$ cat src/rtl/cpu_seq_pkg.sv
// Shared constants and types for the cpu_sequencer control unit:
// opcodes, MOVE destinations, bus source codes and the FSM state type.
package cpu_seq_pkg;

   localparam logic [1:0] OP_MOVE = 2'b00;
   localparam logic [1:0] OP_ALU  = 2'b01;
   localparam logic [1:0] OP_JUMP = 2'b10;
   localparam logic [1:0] OP_HALT = 2'b11;

   localparam logic [1:0] DEST_NONE = 2'b00;
   localparam logic [1:0] DEST_R1   = 2'b01;
   localparam logic [1:0] DEST_R2   = 2'b10;
   localparam logic [1:0] DEST_BOTH = 2'b11;

   localparam logic [7:0] HALT_WORD = 8'hC0;

   localparam logic [2:0] BUS_SW   = 3'b000;
   localparam logic [2:0] BUS_ROUT = 3'b011;
   localparam logic [2:0] BUS_IMM3 = 3'b101;

   typedef enum logic [1:0] {
      ST_IDLE  = 2'd0,
      ST_FETCH = 2'd1,
      ST_EXEC  = 2'd2,
      ST_DONE  = 2'd3
   } state_t;

   function automatic logic [1:0] opcode_of(input logic [7:0] instr);
      return instr[7:6];
   endfunction

endpackage

$ cat src/rtl/seq_prog_mem.sv
// Program store for cpu_sequencer: flop array with synchronous write,
// asynchronous read, and every word reset to HALT.
module seq_prog_mem
   import cpu_seq_pkg::*;
#(
   parameter int DEPTH = 16,
   parameter int WIDTH = 8
) (
   input  logic             clk,
   input  logic             reset_n,
   input  logic             we,
   input  logic [3:0]       waddr,
   input  logic [WIDTH-1:0] wdata,
   input  logic [3:0]       raddr,
   output logic [WIDTH-1:0] rdata
);

   logic [WIDTH-1:0] mem [DEPTH];

   always_ff @(posedge clk) begin
      if (!reset_n) begin
         for (int i = 0; i < DEPTH; i++) begin
            mem[i] <= WIDTH'(HALT_WORD);
         end
      end else if (we) begin
         mem[waddr] <= wdata;
      end
   end

   assign rdata = mem[raddr];

endmodule

$ cat src/rtl/cpu_sequencer.sv
// Two-cycle FETCH/EXEC microsequencer driving datapath controls from a
// 16-word program. Optional single-step support under `SEQ_STEP_EN.
module cpu_sequencer
   import cpu_seq_pkg::*;
#(
   parameter int PROG_DEPTH = 16,
   parameter int INSTR_W    = 8
) (
   input  logic               clk,
   input  logic               reset_n,
   input  logic               prog_we,
   input  logic [3:0]         prog_addr,
   input  logic [INSTR_W-1:0] prog_data,
   input  logic               start,
`ifdef SEQ_STEP_EN
   input  logic               step_mode,
   input  logic               step,
`endif
   output logic [2:0]         bus_selector,
   output logic [1:0]         alu_control,
   output logic               r1_enable,
   output logic               r2_enable,
   output logic               rout_enable,
   output logic [3:0]         pc,
   output logic               busy,
   output logic               done
);

   state_t             state, next_state;
   logic [3:0]         pc_next;
   logic [INSTR_W-1:0] ir;
   logic [INSTR_W-1:0] mem_word;
   logic               mem_we;
   logic               fetch_go;
   logic [1:0]         op;

   // Program loads are only accepted while the sequencer is not running.
   assign mem_we = prog_we && ((state == ST_IDLE) || (state == ST_DONE));
   assign op     = opcode_of(ir[7:0]);

`ifdef SEQ_STEP_EN
   assign fetch_go = !step_mode || step;
`else
   assign fetch_go = 1'b1;
`endif

   seq_prog_mem #(
      .DEPTH (PROG_DEPTH),
      .WIDTH (INSTR_W)
   ) u_mem (
      .clk     (clk),
      .reset_n (reset_n),
      .we      (mem_we),
      .waddr   (prog_addr),
      .wdata   (prog_data),
      .raddr   (pc),
      .rdata   (mem_word)
   );

   always_ff @(posedge clk) begin
      if (!reset_n) begin
         state <= ST_IDLE;
         pc    <= 4'd0;
         ir    <= INSTR_W'(HALT_WORD);
      end else begin
         state <= next_state;
         pc    <= pc_next;
         if ((state == ST_FETCH) && fetch_go) begin
            ir <= mem_word;
         end
      end
   end

   always_comb begin
      next_state = state;
      pc_next    = pc;
      case (state)
         ST_IDLE: begin
            if (start) begin
               next_state = ST_FETCH;
               pc_next    = 4'd0;
            end
         end
         ST_FETCH: begin
            if (fetch_go) begin
               next_state = ST_EXEC;
            end
         end
         ST_EXEC: begin
            // HALT leaves pc on its own address so it stays visible in DONE.
            case (op)
               OP_JUMP: begin
                  pc_next    = ir[3:0];
                  next_state = ST_FETCH;
               end
               OP_HALT: begin
                  next_state = ST_DONE;
               end
               default: begin
                  pc_next    = pc + 4'd1;
                  next_state = ST_FETCH;
               end
            endcase
         end
         ST_DONE: begin
            next_state = ST_IDLE;
         end
         default: begin
            next_state = ST_IDLE;
         end
      endcase
   end

   always_comb begin
      bus_selector = 3'b000;
      alu_control  = 2'b00;
      r1_enable    = 1'b0;
      r2_enable    = 1'b0;
      rout_enable  = 1'b0;
      busy         = (state == ST_FETCH) || (state == ST_EXEC);
      done         = (state == ST_DONE);
      if (state == ST_EXEC) begin
         case (op)
            OP_MOVE: begin
               bus_selector = ir[5:3];
               r1_enable    = (ir[1:0] == DEST_R1) || (ir[1:0] == DEST_BOTH);
               r2_enable    = (ir[1:0] == DEST_R2) || (ir[1:0] == DEST_BOTH);
            end
            OP_ALU: begin
               alu_control = ir[1:0];
               rout_enable = 1'b1;
            end
            default: begin
               bus_selector = 3'b000;
            end
         endcase
      end
   end

endmodule

$ cat config.mk
export PLATFORM = sky130hd
export DESIGN_NAME = cpu_sequencer
export DESIGN_NICKNAME = d
export VERILOG_FILES = /design/src/rtl/cpu_seq_pkg.sv /design/src/rtl/seq_prog_mem.sv /design/src/rtl/cpu_sequencer.sv
export SDC_FILE = /design/constraint.sdc
export NUM_CORES = 1
export LEC_CHECK = 0
export CAP_MARGIN = 15
export CORE_MARGIN = 4
export CORE_UTILIZATION = 60
export DETAILED_ROUTE_END_ITERATION = 16
export HOLD_SLACK_MARGIN = 0.03
export MAX_ROUTING_LAYER = met4
export PLACE_DENSITY = 0.79
export REMOVE_ABC_BUFFERS = 1
export SYNTH_ARGS = -nofsm -noshare
export SYNTH_HDL_FRONTEND = slang
export SYNTH_SLANG_ARGS = --single-unit
$ cat constraint.sdc
create_clock -name clk -period 5.9 [get_ports clk]
set_input_delay 1.77 -clock clk [delete_from_list [all_inputs] [get_ports clk]]
set_output_delay 1.77 -clock clk [all_outputs]
set_load 0.02 [all_outputs]
Yosys cells after proc, flatten, opt, wreduce, memory -nomap -nowiden
Memory sizes are Yosys's and may differ from the RTL's. A register that Yosys moved wholly into a read port is not among the register bits.
Index checks and enable logic that the tools add are counted.
{"block": "word_totals", "reg_bits": 6, "memories": 1, "out_inout_bits": 14, "wordCells": 49, "ram_bits": 128}
{"name": "u_mem.mem", "words": 16, "word_bits": 8, "rd": 1, "rd_clocked_by_memory_dff": 1, "wr": 16, "line": "seq_prog_mem.sv:18", "source": "logic [WIDTH-1:0] mem [DEPTH];"}
{"block": "classes", "reduce_logical": 11, "muxes": 23, "eq_ne": 11, "n_addsub": 1}
{"cell": "one-hot mux 4 bit (2 select lines)", "count": 2}
{"cell": "== test 2 bit, second input constant", "count": 6}
{"cell": "2-to-1 mux 1 bit", "count": 11}
{"cell": "2-to-1 mux 2 bit", "count": 4}
{"cell": "2-to-1 mux 4 bit", "count": 2}
{"cell": "2-to-1 mux 8 bit", "count": 1}
{"cell": "one-hot mux 2 bit (4 select lines)", "count": 1}
{"cell": "OR reduction 8 bit", "count": 1}
{"cell": "== test 2 x 1 -> 1 bit, second input constant", "count": 3}
{"cell": "2-to-1 mux 3 bit", "count": 2}
{"cell": "adder 4 x 1 -> 4 bit, second input constant", "count": 1}
{"cell": "zero test 2 bit", "count": 2}
{"cell": "logical OR 1 bit", "count": 4}
{"cell": "!= test 2 bit, second input constant", "count": 2}
{"cell": "AND reduction 3 bit", "count": 1}
{"cell": "nonzero test 2 bit", "count": 1}
{"cell": "logical AND 1 bit", "count": 1}
{"cell": "zero test 1 bit", "count": 1}

Depth between registers and ports, before layout
Gate-level depths: netlist (run 1).
{"block": "depth", "ltp_word": 8, "ltp_mapped": 7, "mapped_depth_nobuf": 6}

Modules after synthesis
A second synthesis (run 1) with hierarchy kept.
{"block": "unflattened", "hier_cells": 464, "area_unflattened_um2": 6741.5}
{"module": "seq_prog_mem", "area_per_inst_um2": 5974.5, "n_inst": 1, "cells_each": 382, "seq_area_each_um2": 3843.7}
{"module": "cpu_sequencer", "area_per_inst_um2": 767.0, "n_inst": 1, "cells_each": 82, "seq_area_each_um2": 280.3}

Worst setup path after synthesis (run 1)
No wires, ideal clock.
{"block": "synth_path", "path_kind": "input to register", "from": "in prog_addr[1]", "to": "mem u_mem.mem[12][0], enable pin", "t_required_ps": 5516, "setup_ps": 384, "path_stages": 3, "path_buffers": 1, "arrival_time_ps": 3203, "path_slack_ps": 2313, "cell_sequence": "or4_1 -> clkbuf_1 -> o21ai_0"}
{"item": "from (decl)", "line": "cpu_sequencer.sv:12", "source": "input logic [3:0] prog_addr,"}
{"item": "to (decl)", "line": "seq_prog_mem.sv:18"}

Worst setup path in the final report (run 1)
{"block": "layout_path", "from": "reg state[0]", "to": "out r1_enable"}
{"block": "layout_between", "elab_chain_cells": 2}
{"item": "from (decl)", "line": "cpu_sequencer.sv:29", "source": "state_t state, next_state;"}
{"item": "from (signal assigned)", "line": "cpu_sequencer.sv:66", "source": "state <= next_state;"}
{"item": "== test 2 bit", "line": "cpu_sequencer.sv:122", "source": "if (state == ST_EXEC) begin"}
{"item": "2-to-1 mux 1 bit", "line": "cpu_sequencer.sv:122"}
{"item": "to (decl)", "line": "cpu_sequencer.sv:21", "source": "output logic r1_enable,"}
Every way passes these cells.

==> results of run 1 <==
[stage by stage]
step / instances / instance area [sq um]
5_1_grt: 683 / 7740
2_1_floorplan: 471 / 6620
6_report: 683 / 7740
3_5_place_dp: 646 / 7130
3_3_place_gp: 646 / 7130
4_1_cts: 678 / 7710
[metal layers]
layer,vias up,GRT usage [%],part of all wire [%]
li1,1937,-,-
met1,2057,33.5,41
met2,174,39.5,50
met3,29,5.71,6.8
met4,0,8.79,2.1
met5,-,-,0
[flip-flops by register name, summed over array words and instances (netlist names)]
| signal | count |
|---|---|
| state | 2 |
| ir | 8 |
| pc | 4 |
| u_mem.mem | 128 |
[worst register-to-register path, stage by stage (launching register included)]
cell      delay, ps
dfxtp_1         410
inv_1           110
ha_1            380
nor2b_1         220
nand4_1         430
nor3_1          770
nand2b_1        430
[layout make-up]
cell class | count | share of cell area (%)
multi-input combinational | 325 | 32.0
sequential | 142 | 53.3
clock inverter | 14 | 1.96
clock buffer | 18 | 5.55
inverter | 4 | 0.194
timing repair buffer | 40 | 4.69
tap | 140 | 2.26
[final timing paths]
check	endpoint	startpoint	cells past startpoint	slack [ps]
max	r1_enable	state[0]	5	1860
min	ir[2]	ir[2]	1	490
max reg2reg	u_mem.mem[3][7]	state[0]	6	2820
min reg2reg	ir[2]	ir[2]	1	490
[cell usage after synthesis (4+ instances only)]
cell | n | share of area [%]
mux4_1 | 6 | 2.3
mux2i_1 | 23 | 3.4
a22oi_1 | 8 | 0.89
clkbuf_1 | 21 | 1.2
nand2_1 | 8 | 0.44
buf_2 | 5 | 0.37
nand4b_1 | 4 | 0.52
a211oi_1 | 6 | 0.67
a2111oi_0 | 6 | 0.78
a21boi_0 | 4 | 0.44
mux4_2 | 6 | 2.0
o21ai_0 | 12 | 0.89
ha_1 | 6 | 1.1
a221o_1 | 6 | 0.89
inv_1 | 4 | 0.22
or3_1 | 25 | 2.3
o22ai_1 | 6 | 0.55
nor2_1 | 15 | 0.83
dfxtp_1 | 14 | 4.1
nor2b_1 | 11 | 1.0
edfxtp_1 | 128 | 57
nand2b_1 | 19 | 1.8
mux2_2 | 18 | 3.0
and2_1 | 105 | 9.7
nand3_1 | 5 | 0.37
[power by group]
| group | internal [mW] | leakage [nW] | switching (mW) |
|---|---|---|---|
| Clock | 0.655 | 0.274 | 0.402 |
| Combinational | 0.0558 | 1.00 | 0.0986 |
| Sequential | 1.13 | 1.33 | 0.0191 |
[logic make-up after synthesis]
group | after synthesis | share of synthesized area (%)
AND/OR/NAND/NOR | 205 | 18.2
flip-flops | 142 | 60.9
AO/OA/AOI/OAI | 61 | 6.58
multiplexers | 53 | 10.7
buffers and inverters | 37 | 2.44
adder cells (fa/ha/maj) | 6 | 1.11
==> flow_metrics.tcl, run 1 <==
set metrics [dict create \
    status "complete, no violations" \
    worst_slack_ps 1860 \
    cp_cell_sequence "inv_1 -> ha_1 -> and3_1 -> and2_1 -> clkdlybuf4s50_1" \
    start_util_pct 61.9 \
    antenna_found_initial 1 \
    synthArstFlopShare_pct 0 \
    wirelength_um 15000 \
    syn_area_per_cell_sq_um 13.4 \
    grt.total_usage_pct 25.5 \
    die_w_um 114 \
    drive_gt1_share_pct 12.2 \
    crit_path_max_fanout 9 \
    mostFrequentLayoutCells "128 x edfxtp_1, 105 x and2_1, 29 x clkdlybuf4s50_1, 25 x or3_1, 23 x mux2i_1" \
    fill_cells 718 \
    post-cts-setup-buffer-count 0 \
    die_area_sq_um 13000 \
    path_delay_family "buffers and inverters" \
    synth_cell_type_count 44 \
    gp_congestion 0.934 \
    worst_ep_required_time_ps 4130 \
    cts.repair.resized 0 \
    cts_buffers 17 \
    grt_overflow 0 \
    path_buf_inv 2 \
    rows 38 \
    layout_commonest_cell "edfxtp_1" \
    place_hpwl_um 9910 \
    vias 4197 \
    area_delta_synth_final_pct 14.3 \
    synth_ff_type "edfxtp_1" \
    synth_edf_count 128 \
    postSynthCellCount 504 \
    yosysSeqAreaShare_pct 60.9 \
    clock_path_buffers 2 \
    peakVddDrop_mv 0.164 \
    top_level_ports 30 \
    numPortBuffers 29 \
    p_leak_nw 2.60 \
    nNetsFinal 552 \
    rsz0062_at_grt "no" \
    drc 0 \
    cts_tree "built" \
    cp_slowest_cell "clkdlybuf4s50_1" \
    critPathKind "reg2out" \
    post_drt_wl_per_cell_um 21.9 \
    core_area_sq_um 10900 \
    grt_pass1_vias 4112 \
    final_util_pct 70.8 \
    fin_worst_skew_ps 11.1 \
    grt_max_degree 62 \
    multi_input_area_sq_um 2480 \
    setup_viol 0 \
    ys_seq_elements 142 \
    clock_sink_count 142 \
    grt_pass1_wl_um 23700 \
    pre_cts_ws_ps 1510 \
    dr.pass1.iters 5 \
    fin_crit_sh_pct 68.5 \
    holdWs_ps 486 \
    hold_viol_final 0 \
    clkTransAtPathRegs_ps 60 \
    root_buffer "clkbuf_16" \
    crit_arrival_ps 2270 \
    seq_area_sq_um 4130 \
    viasPerCell 6.14 \
    holdBufCountCts 0 \
    hp-class "reg2reg" \
    fmax_mhz 248 \
    timing.slew.headroom_pct 22.3 \
    htreeDepth 4 \
    cap_violations 0 \
    first_iter_violations 460 \
    ant_nets 0 \
    finalPower_mw 2.36 \
    synth_area_sq_um 6770 \
    cp-start-kind "register" \
    fin_setup_tns_ps 0 \
    tightest_slew_ps 1150 \
    yosys_warnings 0 \
    power.density_nw_per_um2 305 \
    end_kind "output port" \
    die_h_um 114 \
    antenna_cells 0 \
    clk_latency_ps 430 \
    slew_viol_final 0 \
    cp_slowest_stage_delay_ps 600 \
    fin_crit_ps 4040 \
]
Power figures use the tool's default switching activity.
==> run 2, diff against run 1 <==
==> constraint.sdc (replaced) <==
create_clock -name clk -period 4.1 [get_ports clk]
set_input_delay 1.23 -clock clk [delete_from_list [all_inputs] [get_ports clk]]
set_output_delay 1.23 -clock clk [all_outputs]
set_load 0.02 [all_outputs]
==> run 2 against run 1 <==
  * Clock power up 71%
  * Flip-flop and latch count unchanged
  * Highest routed layer unchanged
  * Via count up 1.4%
  * Non-clock buffer count is 13 higher
  * Die area did not move
  * Hold slack worse by 1.2 ps
==> flow_metrics.tcl, run 2 (synthesis gave the netlist of run 1 again) <==
set metrics [dict create \
    hold_viol_final 0 \
    crit_arrival_ps 2240 \
    post_drt_wl_per_cell_um 21.1 \
    cp-start-kind "register" \
    highest_layer "met4" \
    clk_latency_ps 410 \
    layout_commonest_cell "edfxtp_1" \
    cp_slowest_stage_delay_ps 590 \
    fin_cells 696 \
    tightest_slew_ps 864 \
    top_regs "u_mem.mem (128), ir (8), pc (4)" \
    placed_area_sq_um 7270 \
    gp_congestion 0.820 \
    cts_tree "built" \
    fmax_mhz 288 \
    grt_max_degree 62 \
    end_kind "output port" \
    comb_power_share_pct 6.2 \
    hp-class "reg2reg" \
    timing.slew.headroom_pct 42.4 \
    pwr-share-clk_pct 49.1 \
    critPathKind "reg2out" \
    top_level_ports 30 \
    rsz0062_at_grt "no" \
    p_seq_share_pct 44.7 \
    place_inst 664 \
    final_util_pct 72.9 \
    slew_viol_final 0 \
    fill_cells 732 \
    wl_met1_um 6290 \
    cts.repair.resized 0 \
    wirelength_um 14700 \
    fin_crit_sh_pct 84.6 \
    largest_register "u_mem.mem" \
    area_delta_synth_final_pct 17.8 \
    peakVddDrop_mv 0.238 \
    grt_pass1_wl_um 23600 \
    nNetsFinal 565 \
    vias 4254 \
    die_area_sq_um 13000 \
    cp_slowest_cell "clkdlybuf4s50_1" \
    drc 0 \
    status "complete, no violations" \
    worst_ep_required_time_ps 2870 \
    holdWs_ps 485 \
    die_h_um 114 \
    drive_gt1_share_pct 14.6 \
    wl_met3_um 858 \
    largest_reg_flops 128 \
    crit_path_max_fanout 9 \
    fin_setup_tns_ps 0 \
    finalInstanceArea_sq_um 7970 \
    root_buffer "clkbuf_16" \
    grt.total_usage_pct 25.1 \
    holdBufCountCts 0 \
    grt_pass1_vias 4299 \
    power.internal_mw 2.97 \
    setup_viol 0 \
    clock_path_buffers 2 \
    htreeDepth 4 \
    power.density_nw_per_um2 463 \
    die_w_um 114 \
    place_hpwl_um 9800 \
    post-cts-setup-buffer-count 0 \
    rows 38 \
    numPortBuffers 29 \
    antenna_cells 0 \
    power_switching_uw 726 \
    cap_violations 0 \
    viasPerCell 6.11 \
    fin_worst_skew_ps 6.32 \
    p_leak_nw 2.73 \
    dr.pass1.iters 5 \
    p_sw_share_pct 19.7 \
    route.met2.wl_um 7160 \
    first_iter_violations 405 \
    grt_overflow 0 \
    ant_nets 0 \
    fin_crit_ps 3470 \
    core_area_sq_um 10900 \
    mostFrequentLayoutCells "128 x edfxtp_1, 105 x and2_1, 29 x clkdlybuf4s50_1, 25 x or3_1, 24 x buf_4" \
    clock_sink_count 142 \
    cp_cell_sequence "inv_1 -> ha_1 -> and3_1 -> and2_1 -> clkdlybuf4s50_1" \
    cts_buffers 17 \
    clkTransAtPathRegs_ps 60 \
    start_util_pct 61.9 \
    antenna_found_initial 0 \
]
==> run 2: metrics by stage <==
step                power [mW]  worst slack [ps]
floorplan                 1.80              1070
global placement          1.90               598
detailed placement        1.91               427
CTS                       3.70               623
global route              3.81               487
finish                    3.69               633
==> run 2: final cells by class <==
class	count	area, sq um	area share [%]
Tap cell	140	175	2.20
Clock buffer	22	474	5.95
Sequential cell	142	4130	51.8
Clock inverter	10	231	2.90
Timing Repair Buffer	53	470	5.90
Multi-Input combinational cell	325	2480	31.1
Inverter	4	15.0	0.188
==> run 2: power by group through the flow <==
stage                     clock [mW]  sequential, mW  combinational, mW
final                           1.81            1.65              0.229
after global placement             0            1.68              0.222
after floorplan                    0            1.67              0.125
after global routing            1.90            1.65              0.252
after CTS                       1.82            1.65              0.230
after detailed placement           0            1.68              0.228
==> run 2: metal layers <==
metal	global-route usage, %	vias up
met5	-	-
met4	10.5	0
met3	4.33	30
met2	38.8	154
met1	33.4	2103
li1	-	1967
==> run 2: critical path: cells and delay by family, from the launching register on <==
family	cells	cell delay [ps]
fa+ha+maj	1	330
buf+inv	2	710
flops	1	350
simple gates	2	420
==> run 2: path summary, 6_finish.rpt <==
path | startpoint | end | slack [ps] | cells after the start
max | state[0] | bus_selector[0] | 630 | 5
min | ir[5] | ir[5] | 490 | 1
max reg2reg | state[0] | u_mem.mem[0][0] | 1330 | 5
min reg2reg | ir[5] | ir[5] | 490 | 1
==> run 3, diff against run 2 <==
--- a/config.mk
+++ b/config.mk
@@ -7,11 +7,11 @@
 export LEC_CHECK = 0
 export CAP_MARGIN = 15
 export CORE_MARGIN = 4
-export CORE_UTILIZATION = 60
+export CORE_UTILIZATION = 55
 export DETAILED_ROUTE_END_ITERATION = 16
 export HOLD_SLACK_MARGIN = 0.03
 export MAX_ROUTING_LAYER = met4
-export PLACE_DENSITY = 0.79
+export PLACE_DENSITY = 0.76
 export REMOVE_ABC_BUFFERS = 1
 export SYNTH_ARGS = -nofsm -noshare
 export SYNTH_HDL_FRONTEND = slang
==> constraint.sdc (replaced) <==
create_clock -name clk -period 3.15 [get_ports clk]
set_input_delay 0.945 -clock clk [delete_from_list [all_inputs] [get_ports clk]]
set_output_delay 0.945 -clock clk [all_outputs]
set_load 0.02 [all_outputs]
==> run 3 against run 2 <==
  * Utilization fell by 6.7 points
  * Worst setup slack worse by 510 ps
  * Clock power rose by 12%
  * First-iteration DRC count is 23% lower
  * Via count decreased by 1.1%
  * Count of clock-buffer cells in the layout decreased by 3
  * Clock skew fell by 0.70 ps
  * Critical path type unchanged
  * Critical endpoint is now r1_enable
==> flow_metrics.tcl, run 3 (synthesis gave the netlist of run 1 again) <==
set metrics [dict create \
    status "complete, no violations" \
    critPathKind "reg2out" \
    die_w_um 119 \
    grt_pass1_wl_um 23000 \
    seq_area_sq_um 4130 \
    ant_nets 0 \
    vias 4208 \
    htreeDepth 4 \
    slew_viol_final 0 \
    cts_tree "built" \
    drc 0 \
    power.density_nw_per_um2 563 \
    p_leak_nw 2.76 \
    cp_cell_sequence "inv_1 -> ha_4 -> and3_1 -> and2_1 -> clkdlybuf4s50_1" \
    grt.total_usage_pct 22.4 \
    rows 40 \
    hp-class "reg2reg" \
    hold_depth 1 \
    cap_violations 0 \
    cp_slowest_stage_delay_ps 590 \
    crit_path_max_fanout 9 \
    grt_overflow 0 \
    dr.pass1.iters 5 \
    path_delay_family "buffers and inverters" \
    layout_commonest_cell "edfxtp_1" \
    fin_crit_sh_pct 95.9 \
    fin_crit_ps 3020 \
    cts_buffers 17 \
    die_h_um 119 \
    worst_ep_required_time_ps 2200 \
    clk_latency_ps 410 \
    timing.slew.headroom_pct 50.2 \
    crit_arrival_ps 2080 \
    tightest_slew_ps 745 \
    root_buffer "clkbuf_16" \
    drive_gt1_share_pct 15.3 \
    fin_worst_skew_ps 5.62 \
    setup_viol 0 \
    top_level_ports 30 \
    end_kind "output port" \
    cp_slowest_cell "clkdlybuf4s50_1" \
    clkTransAtPathRegs_ps 60 \
    start_util_pct 56.4 \
    core_area_sq_um 12000 \
    clock_path_buffers 2 \
    final_util_pct 66.2 \
    largest_register "u_mem.mem" \
    largest_reg_flops 128 \
    first_iter_violations 310 \
    cp-start-kind "register" \
    fmax_mhz 331 \
    top_regs "u_mem.mem (128), ir (8), pc (4)" \
    fill_cells 842 \
    viasPerCell 5.94 \
    antenna_found_initial 0 \
    nNetsFinal 571 \
    area_delta_synth_final_pct 17.5 \
    mostFrequentLayoutCells "128 x edfxtp_1, 105 x and2_1, 29 x buf_4, 27 x clkdlybuf4s50_1, 25 x or3_1" \
    path_buf_inv 2 \
    place_hpwl_um 9990 \
    gp_congestion 0.885 \
    grt_max_degree 62 \
    post_drt_wl_per_cell_um 20.7 \
    path_depth 5 \
    r2r_cells 5 \
    clock_sink_count 142 \
    grt_pass1_vias 4233 \
    antenna_cells 0 \
    wirelength_um 14700 \
    hold_viol_final 0 \
    place_inst 677 \
    die_area_sq_um 14100 \
    numPortBuffers 29 \
    fin_cells 709 \
    peakVddDrop_mv 0.299 \
    multi_input_area_sq_um 2490 \
    holdBufCountCts 0 \
]
## run 3: cell count changes in the layout (fill, tap and decap cells not counted), sizes merged
| cell | change |
|---|---|
| clkinvlp | +1 |
| bufinv | -3 |
| dlymetal6s2s | +2 |
| clkbuf | -3 |
| clkinv | +5 |
| buf | +6 |
| clkdlybuf4s50 | -2 |
## run 3: stage by stage
step	hold slack (ps)	cell area [sq um]	worst slack, ps	power, mW	setup TNS (ps)
after floorplan	447	6620	218	2.34	0
after global placement	467	7330	210	2.47	0
after detailed placement	479	7330	156	2.48	0
after CTS	494	7940	38.3	4.50	0
after global routing	538	7950	-0.568	4.63	-0.568
final	498	7950	128	4.48	0
## run 3: layout make-up
type	count	share of cell area (%)
clock buffer	19	5.44
clock inverter	13	2.16
inverter	4	0.189
multi-input combinational	325	31.3
sequential	142	51.9
tap	147	2.31
timing repair buffer	59	6.70
## run 3: final timing paths
| check | startpoint | to | slack (ps) |
|---|---|---|---|
| worst max register to register | state[0] | u_mem.mem[0][3] | 750 |
| worst min register to register | ir[5] | ir[5] | 500 |
| worst max-delay path | state[0] | r1_enable | 130 |
| worst min-delay path | ir[5] | ir[5] | 500 |
## run 3: worst register-to-register path: cells and delay by family, from the launching register on
kind	cells	cell delay [ps]
flops	1	400
buf+inv	1	130
fa+ha+maj	1	380
simple gates	3	1140
## run 3: power by group
group	internal, mW	leakage, nW	total [mW]	switching, mW
registers	2.12	1.33	2.15	0.0326
logic	0.115	1.14	0.299	0.184
clock network	1.31	0.292	2.03	0.718
## run 3: repair_timing
action | CTS | global route
buffers inserted | 0 | 0
resized for setup | 1 | 3
setup endpoints to repair | 5 | 5
hold endpoints to repair | 0 | 0
## run 3: metal layers
metal / part of all wire, % / vias up / track usage (%)
met5: 0 / - / -
met4: 3.3 / 0 / 9.41
met3: 7.4 / 27 / 6.41
met2: 49 / 157 / 34.4
met1: 41 / 2040 / 28.1
li1: - / 1984 / -
